==> config.mk <==
export PLATFORM = sky130hd
export DESIGN_NAME = lsu_ctrl_flat
export DESIGN_NICKNAME = d
export VERILOG_FILES = /design/src/rtl/lsu_pkg.sv /design/src/rtl/lsu_ctrl_if.sv /design/src/rtl/lsu_align.sv /design/src/rtl/lsu_ctrl.sv /design/src/flat_wrapper.sv
export SDC_FILE = /design/constraint.sdc
export NUM_CORES = 1
export LEC_CHECK = 0
export CORE_MARGIN = 8
export CORE_UTILIZATION = 45
export DETAILED_ROUTE_END_ITERATION = 10
export PLACE_DENSITY = 0.84
export SLEW_MARGIN = 40
export SYNTH_ARGS = -nofsm -noshare
export SYNTH_HDL_FRONTEND = slang
export SYNTH_SLANG_ARGS = --single-unit
==> constraint.sdc <==
create_clock -name clk -period 2.62 [get_ports clk]
set_input_delay 0.524 -clock clk [delete_from_list [all_inputs] [get_ports clk]]
set_output_delay 0.524 -clock clk [all_outputs]
set_load 0.02 [all_outputs]
==> src/rtl/lsu_pkg.sv <==
// ---------------------------------------------------------------------------
// lsu_pkg
//   Shared types and constants for the load/store sequencer: FSM state enum,
//   RV32I load/store width codes, completion error codes, and decode helpers
//   used to classify an operation before any memory traffic is generated.
// ---------------------------------------------------------------------------
package lsu_pkg;

  typedef enum logic [1:0] {
    ST_IDLE = 2'd0,
    ST_REQ  = 2'd1,
    ST_RESP = 2'd2,
    ST_DONE = 2'd3
  } lsu_state_e;

  localparam logic [2:0] F3_B  = 3'b000;
  localparam logic [2:0] F3_H  = 3'b001;
  localparam logic [2:0] F3_W  = 3'b010;
  localparam logic [2:0] F3_BU = 3'b100;
  localparam logic [2:0] F3_HU = 3'b101;

  localparam logic [1:0] ERR_OK  = 2'd0;
  localparam logic [1:0] ERR_MIS = 2'd1;
  localparam logic [1:0] ERR_TMO = 2'd2;
  localparam logic [1:0] ERR_ILL = 2'd3;

  // Stores only have signed-agnostic b/h/w encodings; loads add bu/hu.
  function automatic logic f3_illegal(input logic is_store, input logic [2:0] f3);
    logic bad;
    if (is_store) bad = (f3 > F3_W);
    else          bad = !(f3 inside {F3_B, F3_H, F3_W, F3_BU, F3_HU});
    return bad;
  endfunction

  function automatic logic f3_misaligned(input logic [2:0] f3, input logic [1:0] lo);
    logic bad;
    case (f3)
      F3_H, F3_HU: bad = lo[0];
      F3_W:        bad = (lo != 2'b00);
      default:     bad = 1'b0;
    endcase
    return bad;
  endfunction

endpackage

==> src/rtl/lsu_ctrl_if.sv <==
// ---------------------------------------------------------------------------
// lsu_ctrl_if
//   Data-memory port bundle between the load/store sequencer and memory.
//   master: sequencer side (drives req/we/addr/be/wdata, receives gnt/rvalid/rdata)
//   slave : memory side
// ---------------------------------------------------------------------------
interface lsu_ctrl_if #(
  parameter int AW = 32
);
  logic          mem_req;
  logic          mem_we;
  logic [AW-1:0] mem_addr;
  logic [3:0]    mem_be;
  logic [31:0]   mem_wdata;
  logic          mem_gnt;
  logic          mem_rvalid;
  logic [31:0]   mem_rdata;

  modport master (
    output mem_req, mem_we, mem_addr, mem_be, mem_wdata,
    input  mem_gnt, mem_rvalid, mem_rdata
  );

  modport slave (
    input  mem_req, mem_we, mem_addr, mem_be, mem_wdata,
    output mem_gnt, mem_rvalid, mem_rdata
  );
endinterface

==> src/rtl/lsu_align.sv <==
// ---------------------------------------------------------------------------
// lsu_align (combinational)
//   funct3     in  width/sign code of the operation
//   addr_lo    in  byte offset within the word
//   wdata      in  store source value
//   mem_rdata  in  raw word returned by memory
//   be         out byte enables for the addressed lanes
//   wdata_lane out store data replicated so every lane holds the right byte
//   rdata_ext  out selected byte/half, sign- or zero-extended (word unchanged)
// ---------------------------------------------------------------------------
module lsu_align
  import lsu_pkg::*;
(
  input  logic [2:0]  funct3,
  input  logic [1:0]  addr_lo,
  input  logic [31:0] wdata,
  input  logic [31:0] mem_rdata,
  output logic [3:0]  be,
  output logic [31:0] wdata_lane,
  output logic [31:0] rdata_ext
);
  logic [7:0]  byte_sel;
  logic [15:0] half_sel;
  logic        sext;

  always_comb begin
    case (funct3[1:0])
      2'b00:   be = 4'b0001 << addr_lo;
      2'b01:   be = 4'b0011 << {addr_lo[1], 1'b0};
      default: be = 4'b1111;
    endcase
  end

  // Replicating the data into every lane lets memory pick it up under any
  // byte-enable pattern without a shifter.
  for (genvar gi = 0; gi < 4; gi++) begin : g_lane
    always_comb begin
      case (funct3[1:0])
        2'b00:   wdata_lane[8*gi +: 8] = wdata[7:0];
        2'b01:   wdata_lane[8*gi +: 8] = wdata[8*(gi%2) +: 8];
        default: wdata_lane[8*gi +: 8] = wdata[8*gi +: 8];
      endcase
    end
  end

  assign byte_sel = mem_rdata[8*addr_lo +: 8];
  assign half_sel = addr_lo[1] ? mem_rdata[31:16] : mem_rdata[15:0];
  assign sext     = ~funct3[2];

  always_comb begin
    case (funct3[1:0])
      2'b00:   rdata_ext = {{24{sext & byte_sel[7]}}, byte_sel};
      2'b01:   rdata_ext = {{16{sext & half_sel[15]}}, half_sel};
      default: rdata_ext = mem_rdata;
    endcase
  end

endmodule

==> src/rtl/lsu_ctrl.sv <==
// ---------------------------------------------------------------------------
// lsu_ctrl
//   Load/store sequencer: takes one decoded memory op, runs the
//   request/grant/response handshake, stalls the core until done.
//   clk, rst_n                 clock, asynchronous active-low reset
//   start, is_store, funct3,
//   addr, wdata                operation from the decoder
//   stall                      hold the core pipeline
//   done                       one-cycle completion pulse
//   rdata, err                 load result / status, held between done pulses
//   mem (lsu_ctrl_if.master)   data-memory port
// ---------------------------------------------------------------------------
module lsu_ctrl
  import lsu_pkg::*;
#(
  parameter int TIMEOUT = 16,
  parameter int AW      = 32
) (
  input  logic          clk,
  input  logic          rst_n,
  input  logic          start,
  input  logic          is_store,
  input  logic [2:0]    funct3,
  input  logic [AW-1:0] addr,
  input  logic [31:0]   wdata,
  output logic          stall,
  output logic          done,
  output logic [31:0]   rdata,
  output logic [1:0]    err,
  lsu_ctrl_if.master    mem
);
  localparam int            CW       = $clog2(TIMEOUT);
  localparam logic [CW-1:0] CNT_LAST = CW'(TIMEOUT - 1);

  lsu_state_e    state_reg, state_next;
  logic [CW-1:0] cnt_reg, cnt_next;
  logic          store_reg, store_next;
  logic [2:0]    f3_reg, f3_next;
  logic [AW-1:0] addr_reg, addr_next;
  logic [31:0]   wdata_reg, wdata_next;
  logic [31:0]   rdata_reg, rdata_next;
  logic [1:0]    err_reg, err_next;

  logic [3:0]    be_w;
  logic [31:0]   wlane_w;
  logic [31:0]   rext_w;
  logic          in_req;

  lsu_align u_align (
    .funct3     (f3_reg),
    .addr_lo    (addr_reg[1:0]),
    .wdata      (wdata_reg),
    .mem_rdata  (mem.mem_rdata),
    .be         (be_w),
    .wdata_lane (wlane_w),
    .rdata_ext  (rext_w)
  );

  always_ff @(posedge clk or negedge rst_n) begin
    if (!rst_n) begin
      state_reg <= ST_IDLE;
      cnt_reg   <= '0;
      store_reg <= 1'b0;
      f3_reg    <= '0;
      addr_reg  <= '0;
      wdata_reg <= '0;
      rdata_reg <= '0;
      err_reg   <= ERR_OK;
    end else begin
      state_reg <= state_next;
      cnt_reg   <= cnt_next;
      store_reg <= store_next;
      f3_reg    <= f3_next;
      addr_reg  <= addr_next;
      wdata_reg <= wdata_next;
      rdata_reg <= rdata_next;
      err_reg   <= err_next;
    end
  end

  always_comb begin
    state_next = state_reg;
    cnt_next   = cnt_reg;
    store_next = store_reg;
    f3_next    = f3_reg;
    addr_next  = addr_reg;
    wdata_next = wdata_reg;
    rdata_next = rdata_reg;
    err_next   = err_reg;

    case (state_reg)
      ST_IDLE: begin
        if (start) begin
          store_next = is_store;
          f3_next    = funct3;
          addr_next  = addr;
          wdata_next = wdata;
          // Classification uses the live inputs so a rejected op completes
          // one cycle after start without touching memory.
          if (f3_illegal(is_store, funct3)) begin
            state_next = ST_DONE;
            err_next   = ERR_ILL;
          end else if (f3_misaligned(funct3, addr[1:0])) begin
            state_next = ST_DONE;
            err_next   = ERR_MIS;
          end else begin
            state_next = ST_REQ;
            cnt_next   = '0;
          end
        end
      end
      ST_REQ: begin
        if (mem.mem_gnt) begin
          cnt_next = '0;
          if (store_reg) begin
            state_next = ST_DONE;
            err_next   = ERR_OK;
          end else begin
            state_next = ST_RESP;
          end
        end else if (cnt_reg == CNT_LAST) begin
          state_next = ST_DONE;
          err_next   = ERR_TMO;
        end else begin
          cnt_next = cnt_reg + 1'b1;
        end
      end
      ST_RESP: begin
        if (mem.mem_rvalid) begin
          rdata_next = rext_w;
          state_next = ST_DONE;
          err_next   = ERR_OK;
        end else if (cnt_reg == CNT_LAST) begin
          state_next = ST_DONE;
          err_next   = ERR_TMO;
        end else begin
          cnt_next = cnt_reg + 1'b1;
        end
      end
      default: state_next = ST_IDLE;
    endcase
  end

  // Bus fields are gated to zero outside REQ so the port is quiet when idle.
  assign in_req        = (state_reg == ST_REQ);
  assign mem.mem_req   = in_req;
  assign mem.mem_we    = in_req & store_reg;
  assign mem.mem_addr  = in_req ? {addr_reg[AW-1:2], 2'b00} : '0;
  assign mem.mem_be    = in_req ? be_w : 4'b0000;
  assign mem.mem_wdata = in_req ? wlane_w : 32'h0;

  assign stall = ((state_reg == ST_IDLE) & start) | in_req | (state_reg == ST_RESP);
  assign done  = (state_reg == ST_DONE);
  assign rdata = rdata_reg;
  assign err   = err_reg;

endmodule

==> src/flat_wrapper.sv <==
// flat-port wrapper written by rule: the top's interface ports become plain ports
module lsu_ctrl_flat import lsu_pkg::*;
#(
  parameter int TIMEOUT = 16,
  parameter int AW      = 32
)
  (clk, rst_n, start, is_store, funct3, addr, wdata, stall, done, rdata, err, mem_mem_req, mem_mem_we, mem_mem_addr, mem_mem_be, mem_mem_wdata, mem_mem_gnt, mem_mem_rvalid, mem_mem_rdata);
  lsu_ctrl_if #(.AW(AW)) mem_i ();
  input  logic clk;
  input  logic rst_n;
  input  logic start;
  input  logic is_store;
  input  logic [2:0] funct3;
  input  logic [AW-1:0] addr;
  input  logic [31:0] wdata;
  output logic stall;
  output logic done;
  output logic [31:0] rdata;
  output logic [1:0] err;
  output wire logic [$bits(mem_i.mem_req)-1:0] mem_mem_req;
  output wire logic [$bits(mem_i.mem_we)-1:0] mem_mem_we;
  output wire logic [$bits(mem_i.mem_addr)-1:0] mem_mem_addr;
  output wire logic [$bits(mem_i.mem_be)-1:0] mem_mem_be;
  output wire logic [$bits(mem_i.mem_wdata)-1:0] mem_mem_wdata;
  input wire logic [$bits(mem_i.mem_gnt)-1:0] mem_mem_gnt;
  input wire logic [$bits(mem_i.mem_rvalid)-1:0] mem_mem_rvalid;
  input wire logic [$bits(mem_i.mem_rdata)-1:0] mem_mem_rdata;
  assign mem_mem_req = mem_i.mem_req;
  assign mem_mem_we = mem_i.mem_we;
  assign mem_mem_addr = mem_i.mem_addr;
  assign mem_mem_be = mem_i.mem_be;
  assign mem_mem_wdata = mem_i.mem_wdata;
  assign mem_i.mem_gnt = mem_mem_gnt;
  assign mem_i.mem_rvalid = mem_mem_rvalid;
  assign mem_i.mem_rdata = mem_mem_rdata;
  lsu_ctrl #(.TIMEOUT(TIMEOUT), .AW(AW)) u_core (.clk(clk), .rst_n(rst_n), .start(start), .is_store(is_store), .funct3(funct3), .addr(addr), .wdata(wdata), .stall(stall), .done(done), .rdata(rdata), .err(err), .mem(mem_i));
endmodule
== Word level (Yosys, flattened, before mapping) ==
Cells that the tools add are included.

* Register bits: 108
* Output and inout bits: 106
* Logic and storage cells: 87

* $add $sub $neg: 1
* Magnitude comparators: 1
* Equality and inequality tests: 15
* Shifts and indexed selects: 3
* Mux-type cells: 39
* Bitwise logic cells: 7
* Reduce and logical (&&, ||, !) cells: 13

{| class="wikitable"
|+ Operators with widths
! cell !! count
|-
| $mux 32 || 2
|-
| $pmux 32 s2 || 1
|-
| $shiftx 32x6->8 || 1
|-
| $mux 4 || 7
|-
| $mux 2 || 13
|-
| $mux 16 || 1
|-
| $mux 8 || 2
|-
| $pmux 8 s2 || 1
|-
| $pmux 2 s3 || 2
|-
| $pmux 4 s3 || 1
|-
| $ne 2x2->1 const B || 4
|-
| $pmux 4 s2 || 1
|-
| $mux 1 || 7
|-
| $eq 3x3->1 const B || 2
|-
| $reduce_and 5->1 || 1
|-
| $reduce_bool 5->1 || 1
|-
| $add 4x1->4 const B || 1
|-
| $and 1x1->1 || 4
|-
| $eq 2x1->1 const B || 2
|-
| $eq 2x2->1 const B || 2
|-
| $eq 4x4->1 const B || 1
|-
| $logic_not 2->1 || 2
|-
| $reduce_and 2->1 || 2
|-
| $reduce_and 4->1 || 1
|-
| other kinds (15) || 17
|}

== Depth between registers and ports, before layout ==
* Depth in word-level cells: 13
* Gate-level depth with buffers: 7
* Depth with buffers taken out: 6

== Modules after synthesis ==
Synthesis repeated with hierarchy kept, for this count alone.

* Cell total of the unflattened synthesis: 532
* Area total of the unflattened synthesis: 6090.8 sq um

{| class="wikitable"
|+ Modules (own cells, without submodules)
! module !! times used !! cells an instance !! area each (sq um) !! sequential area each (sq um)
|-
| lsu_ctrl || 1 || 361 || 4813.4 || 2702.6
|-
| lsu_align || 1 || 171 || 1277.5 || 0.0
|}

== Least setup slack after synthesis ==
OpenSTA, ideal clock, no wires.

* Kind: reg2out
* From: register u_core.state_reg[1]
* To: output mem_mem_wdata[10]
* Arrival: 1.654 ns
* Required time: 2.096 ns
* Slack: 0.442 ns
* Cell stages (with the launch flop): 5
* Path buffers: 1
* Cells stage by stage: dfrtp_1 -> inv_1 -> ha_1 -> clkbuf_1 -> a21boi_0

* Word-level cells in the longest chain between the ends: 2

{| class="wikitable"
|+ Ends and longest elaborated chain
! item !! RTL line !! source
|-
| start: declaration || lsu_ctrl.sv:35 || <nowiki>lsu_state_e state_reg, state_next;</nowiki>
|-
| start signal: assignment || lsu_ctrl.sv:70 || <nowiki>state_reg <= state_next;</nowiki>
|-
| $eq 2x1->1 || lsu_ctrl.sv:145 || <nowiki>assign in_req = (state_reg == ST_REQ);</nowiki>
|-
| net mem_mem_req || flat_wrapper.sv:20 || <nowiki>output wire logic [$bits(mem_i.mem_req)-1:0] mem_mem_req;</nowiki>
|-
| $mux 32 || lsu_ctrl.sv:150 || <nowiki>assign mem.mem_wdata = in_req ? wlane_w : 32'h0;</nowiki>
|-
| end: declaration || flat_wrapper.sv:24 || <nowiki>output wire logic [$bits(mem_i.mem_wdata)-1:0] mem_mem_wdata;</nowiki>
|}

The timed path passes the listed nets, and every way through them passes these cells.

== Worst setup path in the final report ==
* From: register u_core.state_reg[1]
* To: output mem_mem_req

* Word-level cells in the longest chain between the ends: 1

{| class="wikitable"
|+ Ends and longest elaborated chain
! item !! RTL line
|-
| $eq 2x1->1 || lsu_ctrl.sv:145
|-
| end: declaration || flat_wrapper.sv:20
|}

No other way between the ends.

==> summary.txt <==
Outcome
  • Status: finished clean

Detailed routing
  • Post-detailed-route DRC marker count: 0
  • Initial DRT Pass Iterations: 6
  • DR iter-0 viols: ~380
  • Routed WL per cell: 19.7 microns
  • Vias/cell: 5.53
  • Total Wirelength: 18000 microns
  • DR vias: ~5000
  • Final ANT Viol Nets: 0

Timing
  • Hold Slack: 0.112 ns
  • Final period util: 0.948
  • Clock period minus worst slack: roughly 2.5 ns
  • Unrepaired setup endpoints after global routing: no
  • Final Skew: 0.00677 ns
  • Relative slew slack: 0.571
  • Setup-failing EPs final: 0
  • Final Hold Fails: 0
  • Fmax: 0.403 GHz
  • Final WS setup: ~0.14 ns
  • Slew Limit Fails: 0
  • Least-Margin Pin Slew: between 0.6 and 0.7 ns
  • Setup Total Neg Slack: 0 ns

Synthesis
  • Share of the synthesized area in the top cell type: 0.474
  • Avg Inst Size Synth: 10.6 sq um
  • Number of flops mapped to enable cells by yosys: 0
  • Post-Syn Area: 5710 sq um
  • Library cells used by synthesis: 54
  • Yosys reg bits: roughly 110
  • Synthesis Warnings: 0
  • Main synth FF type: dfrtp_1
  • Synth Instances: between 500 and 600
  • Synth top cells by count: 108 x dfrtp_1, 71 x mux2_2, 50 x and2_1, 50 x nand2_1, 29 x o21ai_0
  • Dominant cells by area after synthesis: dfrtp_1 47%, mux2_2 14%, and2_1 5.5%
  • Seq/Total Area, Yosys: 0.474
  • Post-synth top area cell: dfrtp_1
  • Async S/R FF share, synth: 1.00
  • Most numerous cell in the Yosys netlist: dfrtp_1

Worst setup path
  • Worst setup path end: mem_mem_req
  • Worst setup SP type: flop
  • Crit. End Element: output port
  • Critical Path AT: 1.96 ns
  • R2R cell count: 7
  • Crit path launch: u_core.state_reg[1]
  • FF-to-FF Start: u_core.state_reg[1]
  • R2R Path End: u_core.cnt_reg[0]
  • Reg2reg setup slack: slightly above 0.4 ns
  • CP required: approximately 2.1 ns
  • Crit-path max FO: roughly 70
  • Setup CP Type: flop to output port

Floorplan
  • Cell Rows: 41
  • Die Wd: 129 microns
  • I/O pin cnt: 211
  • Die H: 129 microns
  • Die area: 16500 sq um
  • Initial Util: 0.456
  • Core footprint: 12500 sq um

CTS
  • Worst-case clock buffer depth: 2
  • Clk root buf: clkbuf_16
  • Cts hold-fix bufs: 0
  • Clock-pin slew on the worst setup and hold paths: 0.08 ns
  • CTS tree: done
  • Htree depth: 3
  • Clk Latency, worst-skew pair: 0.34 ns
  • Clock sink total: roughly 110
  • TritonCTS Buffers: 9

Power and ir drop
  • Pwr dens: 1220 nW/um^2
  • Leakage: 3.71 nW
  • VDD IR max: 0.516 mV

Placement
  • Placer congestion estimate: about 0.96
  • Dpl ws: 0.209 ns
  • IO Port Bufs: ~210
  • Post-DP HPWL: 13600 microns
  • Post-DP Area: 8000 sq um

Finish
  • Area delta synth->final: 44.1%
  • Core Util, Final: 0.657
  • Layout cell share with drive strength beyond 1: 0.167
  • Finished Cell Area: 8220 sq um
  • Final #Nets: 846
  • Antenna fix cells: 0

Run
  • Max-Cap Viols: 0

Global route
  • GRT Util Overall: 0.218
  • Antenna violations before repair: 0
  • Grt ovf: 0
  • Vias in the first global route: 5420
  • First-pass GRT wire length: 28600 microns
  • Largest net degree at the start of global routing: 73

Worst hold path
  • Min-Delay Path Class: input pin to async pin
==> kinds of logic after synthesis <==
family          after synthesis  share of synthesized area
compound gates              104                      0.123
fa+ha+maj                     5                     0.0110
buf+inv                      49                     0.0353
flops                       108                      0.474
mux                          94                      0.194
other cells                   1                   0.000657
simple gates                178                      0.162
==> layer usage <==
metal | up-vias | part of all wire | track usage | wire (microns)
met2 | 259 | 0.49 | 0.379 | 8910
met5 | - | 0 | 0 | 0
li1 | 2301 | - | - | -
met4 | 0 | 0.028 | 0.0864 | 498
met3 | 38 | 0.098 | 0.0670 | 1760
met1 | 2454 | 0.38 | 0.245 | 6850
==> how the worst min path moves through the flow <==
| stage | end | cells past startpoint | startpoint | slack, ns |
|---|---|---|---|---|
| 5_1_grt | u_core.cnt_reg[2] | 1 | rst_n | 0.14 |
| 4_1_cts | u_core.cnt_reg[2] | 1 | rst_n | 0.12 |
| 2_1_floorplan | u_core.addr_reg[0] | 0 | rst_n | 0.23 |
| 3_5_place_dp | u_core.rdata[9] | 2 | u_core.rdata[9] | 0.48 |
| 6_report | u_core.cnt_reg[2] | 1 | rst_n | 0.11 |
| 3_3_place_gp | u_core.rdata[9] | 2 | u_core.rdata[9] | 0.47 |
==> placed cells by master, fill, tap and decap left out, types with 6 or more instances in the layout <==
master             n
clkdlybuf4s50_1  139
dfrtp_1          107
mux2_2            71
dlygate4sd2_1     68
and2_1            50
nand2_1           49
o21ai_0           29
nor2_1            24
nand3_1           22
a21oi_1           21
mux2i_1           17
buf_4             15
nor2b_1           11
inv_1              9
a21boi_0           9
a221oi_1           9
clkbuf_16          9
o221ai_1           6
mux4_2             6
==> per-stage QoR <==
step	power (mW)	instances
6_report	10.0	913
5_1_grt	10.7	913
3_5_place_dp	9.01	897
3_3_place_gp	8.83	897
4_1_cts	10.1	913
2_1_floorplan	6.45	540
==> critical path, stage by stage, from the launching register on <==
cell and delay, ns:
dfrtp_1 0.42, inv_1 0.11, ha_2 0.20, buf_12 0.23, clkdlybuf4s50_1 0.65
==> power breakdown <==
group          switching (mW)  internal (mW)
sequential              0.544           2.47
clock                   0.642          0.778
combinational            3.01           2.58
total                    4.20           5.83
==> layout make-up <==
| type | count | area, sq um |
|---|---|---|
| Fill cell | 1062 | 4290 |
| Sequential cell | 108 | 2700 |
| Tap cell | 172 | 215 |
| Multi-Input combinational cell | 383 | 2810 |
| Timing Repair Buffer | 225 | 2150 |
| Clock inverter | 6 | 70.1 |
| Clock buffer | 10 | 239 |
| Inverter | 9 | 33.8 |
==> timing repair <==
action                                  4_1_cts  5_1_grt
setup buffers                                 0        0
endpoints found under the setup margin       68        0
resized for setup                            68        0
No activity file was read; power rests on OpenSTA's default activity.
==> RTL edit, RTL diff (same settings) <==
Take the reset off `rdata_reg` and load it in a clocked block of its own.
--- a/src/rtl/lsu_ctrl.sv
+++ b/src/rtl/lsu_ctrl.sv
@@ -64,7 +64,6 @@
       f3_reg    <= '0;
       addr_reg  <= '0;
       wdata_reg <= '0;
-      rdata_reg <= '0;
       err_reg   <= ERR_OK;
     end else begin
       state_reg <= state_next;
@@ -73,9 +72,12 @@
       f3_reg    <= f3_next;
       addr_reg  <= addr_next;
       wdata_reg <= wdata_next;
-      rdata_reg <= rdata_next;
       err_reg   <= err_next;
     end
+  end
+
+  always_ff @(posedge clk) begin
+    rdata_reg <= rdata_next;
   end
 
   always_comb begin
Function: differs if rst_n is asserted again (counterexample within 4 cycles, from zero or initial values and one cycle with rst_n low); with rst_n held inactive, the same outputs for 4 cycles.
==> RTL edit against the original RTL <==
Area after synthesis is 3.6% lower; total power fell by 9.0%; critical path type unchanged; cell area down 1.6%; largest power group unchanged; via count is 8.9% lower; sequential cell count unchanged; routed wire length down 7.3%; final cell count is 8.3% lower; setup slack gained 8.4 ps; hold slack improved by 81 ps.
==> RTL edit: results (changes against the original RTL) <==
* Reg2Reg Setup Slack at 560 ps (+150 ps)
* Via density at 5.50 (-0.68%)
* Unique masters post-synth at 52 (-3.7%)
* Synth area leaders: dfrtp_1 35%, edfxtp_1 17%, mux2_2 15%, and2_1 5.6%, nand2_1 4.8%
* Avg Cell Area, Syn at 11.5 um2 (+8.3%)
* Fill cell count at 900 (-15%)
* Routed wire length at 16700 um (-7.3%)
* Clk_skew at 5.06 ps (-1.71 ps)
* HPWL Detailed at 12500 um (-8.0%)
* GR met3 Demand/Resource at 7.37% (+0.67 points)
* Sequential share of the synthesized area at 52.0% (+4.7 points)
* Leak at 0.00394 uW (+6.5%)
* FF-to-FF End: u_core.cnt_reg[1]
* Async SR Flop Fraction at 70.4% (-30 points)
* Slew @ Worst Pin at 700 ps (+56.2 ps)
* Inst Count DP at 821 (-8.5%)
* Post-synth EDFFs at 32 (+32)
* DR WL met3 at 1610 um (-8.9%)
* Vias in the first global route at 4885 (-9.9%)
* Resized cells post-CTS at 47 (-31%)
* Met2 routed WL at 8000 um (-10%)
* Util after Layout at 67.6% (+2.0 points)
* Total Nets Final at 795 (-6.0%)
* Finished Layout Cells at 837 (-8.3%)
* Internal cell power at 5540 uW (-4.9%)
* Met2 usage at 34.9% (-3.0 points)
* Ratio of cells with drive above 1 in the final layout at 18.0% (+1.2 points)
* Met1 usage at 22.7% (-1.8 points)
* Place WS at 144 ps (-64.8 ps)
* Area post-placement at 0.00777 mm2 (-2.8%)
* Max IR drop VDD at 0.000544 V (+5.4%)
* Initial DRC count at 393 (+2.3%)
* All-Layer GR Usage at 20.5% (-1.3 points)
* Status: finished, final reports clean
* Largest net degree at the start of global routing at 77 (+5.5%)
* First-pass GRT wire length at 26100 um (-8.7%)
* Synth top cells by count: 76 x dfrtp_1, 75 x mux2_2, 71 x nand2_1
* Placer congestion estimate at 0.882 (-8.3%)
* Post-synth top flop: dfrtp_1
* Largest fanout on the critical path at 43 (-40%)
==> RTL edit: changes by cell type after synthesis, moves of 7 or more <==
cell and delta:
a22oi_1 +7, buf_2 +7, nand3_1 -21, a221o_1 +8, a21oi_1 -14, nor2_1 -15
a221oi_1 -9, edfxtp_1 +32, dfrtp_1 -32, clkbuf_1 -13, nand2_1 +21
==> RTL edit: logic make-up after synthesis <==
group,Yosys count,share of synthesized area (%)
AOI/OAI and AO/OA,79,10.1
adders and majority gates,5,1.14
buffers and inverters,39,3.23
DFF,108,52.0
muxes,95,19.3
other,1,0.0681
and+or+nand+nor,153,14.1
==> RTL edit: worst max-delay path, cell delays in order (launching register included) <==
cell,delay (ps)
dfrtp_1,430
inv_1,100
ha_2,230
buf_12,200
clkdlybuf4s50_1,630
==> RTL edit: final cells by class <==
cell class / instances / share of cell area [%]
Sequential cell: 108 / 35.4
Inverter: 7 / 0.325
Clock buffer: 10 / 2.83
Timing Repair Buffer: 225 / 28.1
Clock inverter: 6 / 0.479
Tap cell: 147 / 2.27
Multi-Input combinational cell: 334 / 30.6
==> RTL edit: how the worst max path moves through the flow <==
stage,slack (ps),startpoint,to
2_1_floorplan,330,u_core.state_reg[0],u_core.cnt_reg[0]
3_3_place_gp,180,u_core.state_reg[1],mem_mem_we
3_5_place_dp,140,u_core.state_reg[1],mem_mem_we
4_1_cts,0.6,u_core.state_reg[1],mem_mem_addr[7]
5_1_grt,50,u_core.state_reg[1],mem_mem_req
6_report,150,u_core.state_reg[1],mem_mem_req
==> RTL edit: power groups by stage <==
stage	Sequential [uW]	Clock [uW]	Combinational [uW]
finish	3000	1250	4880
global route	3100	1350	5240
CTS	3000	1290	4940
detailed placement	3030	0	5030
global placement	2980	0	4880
floorplan	3030	0	2960
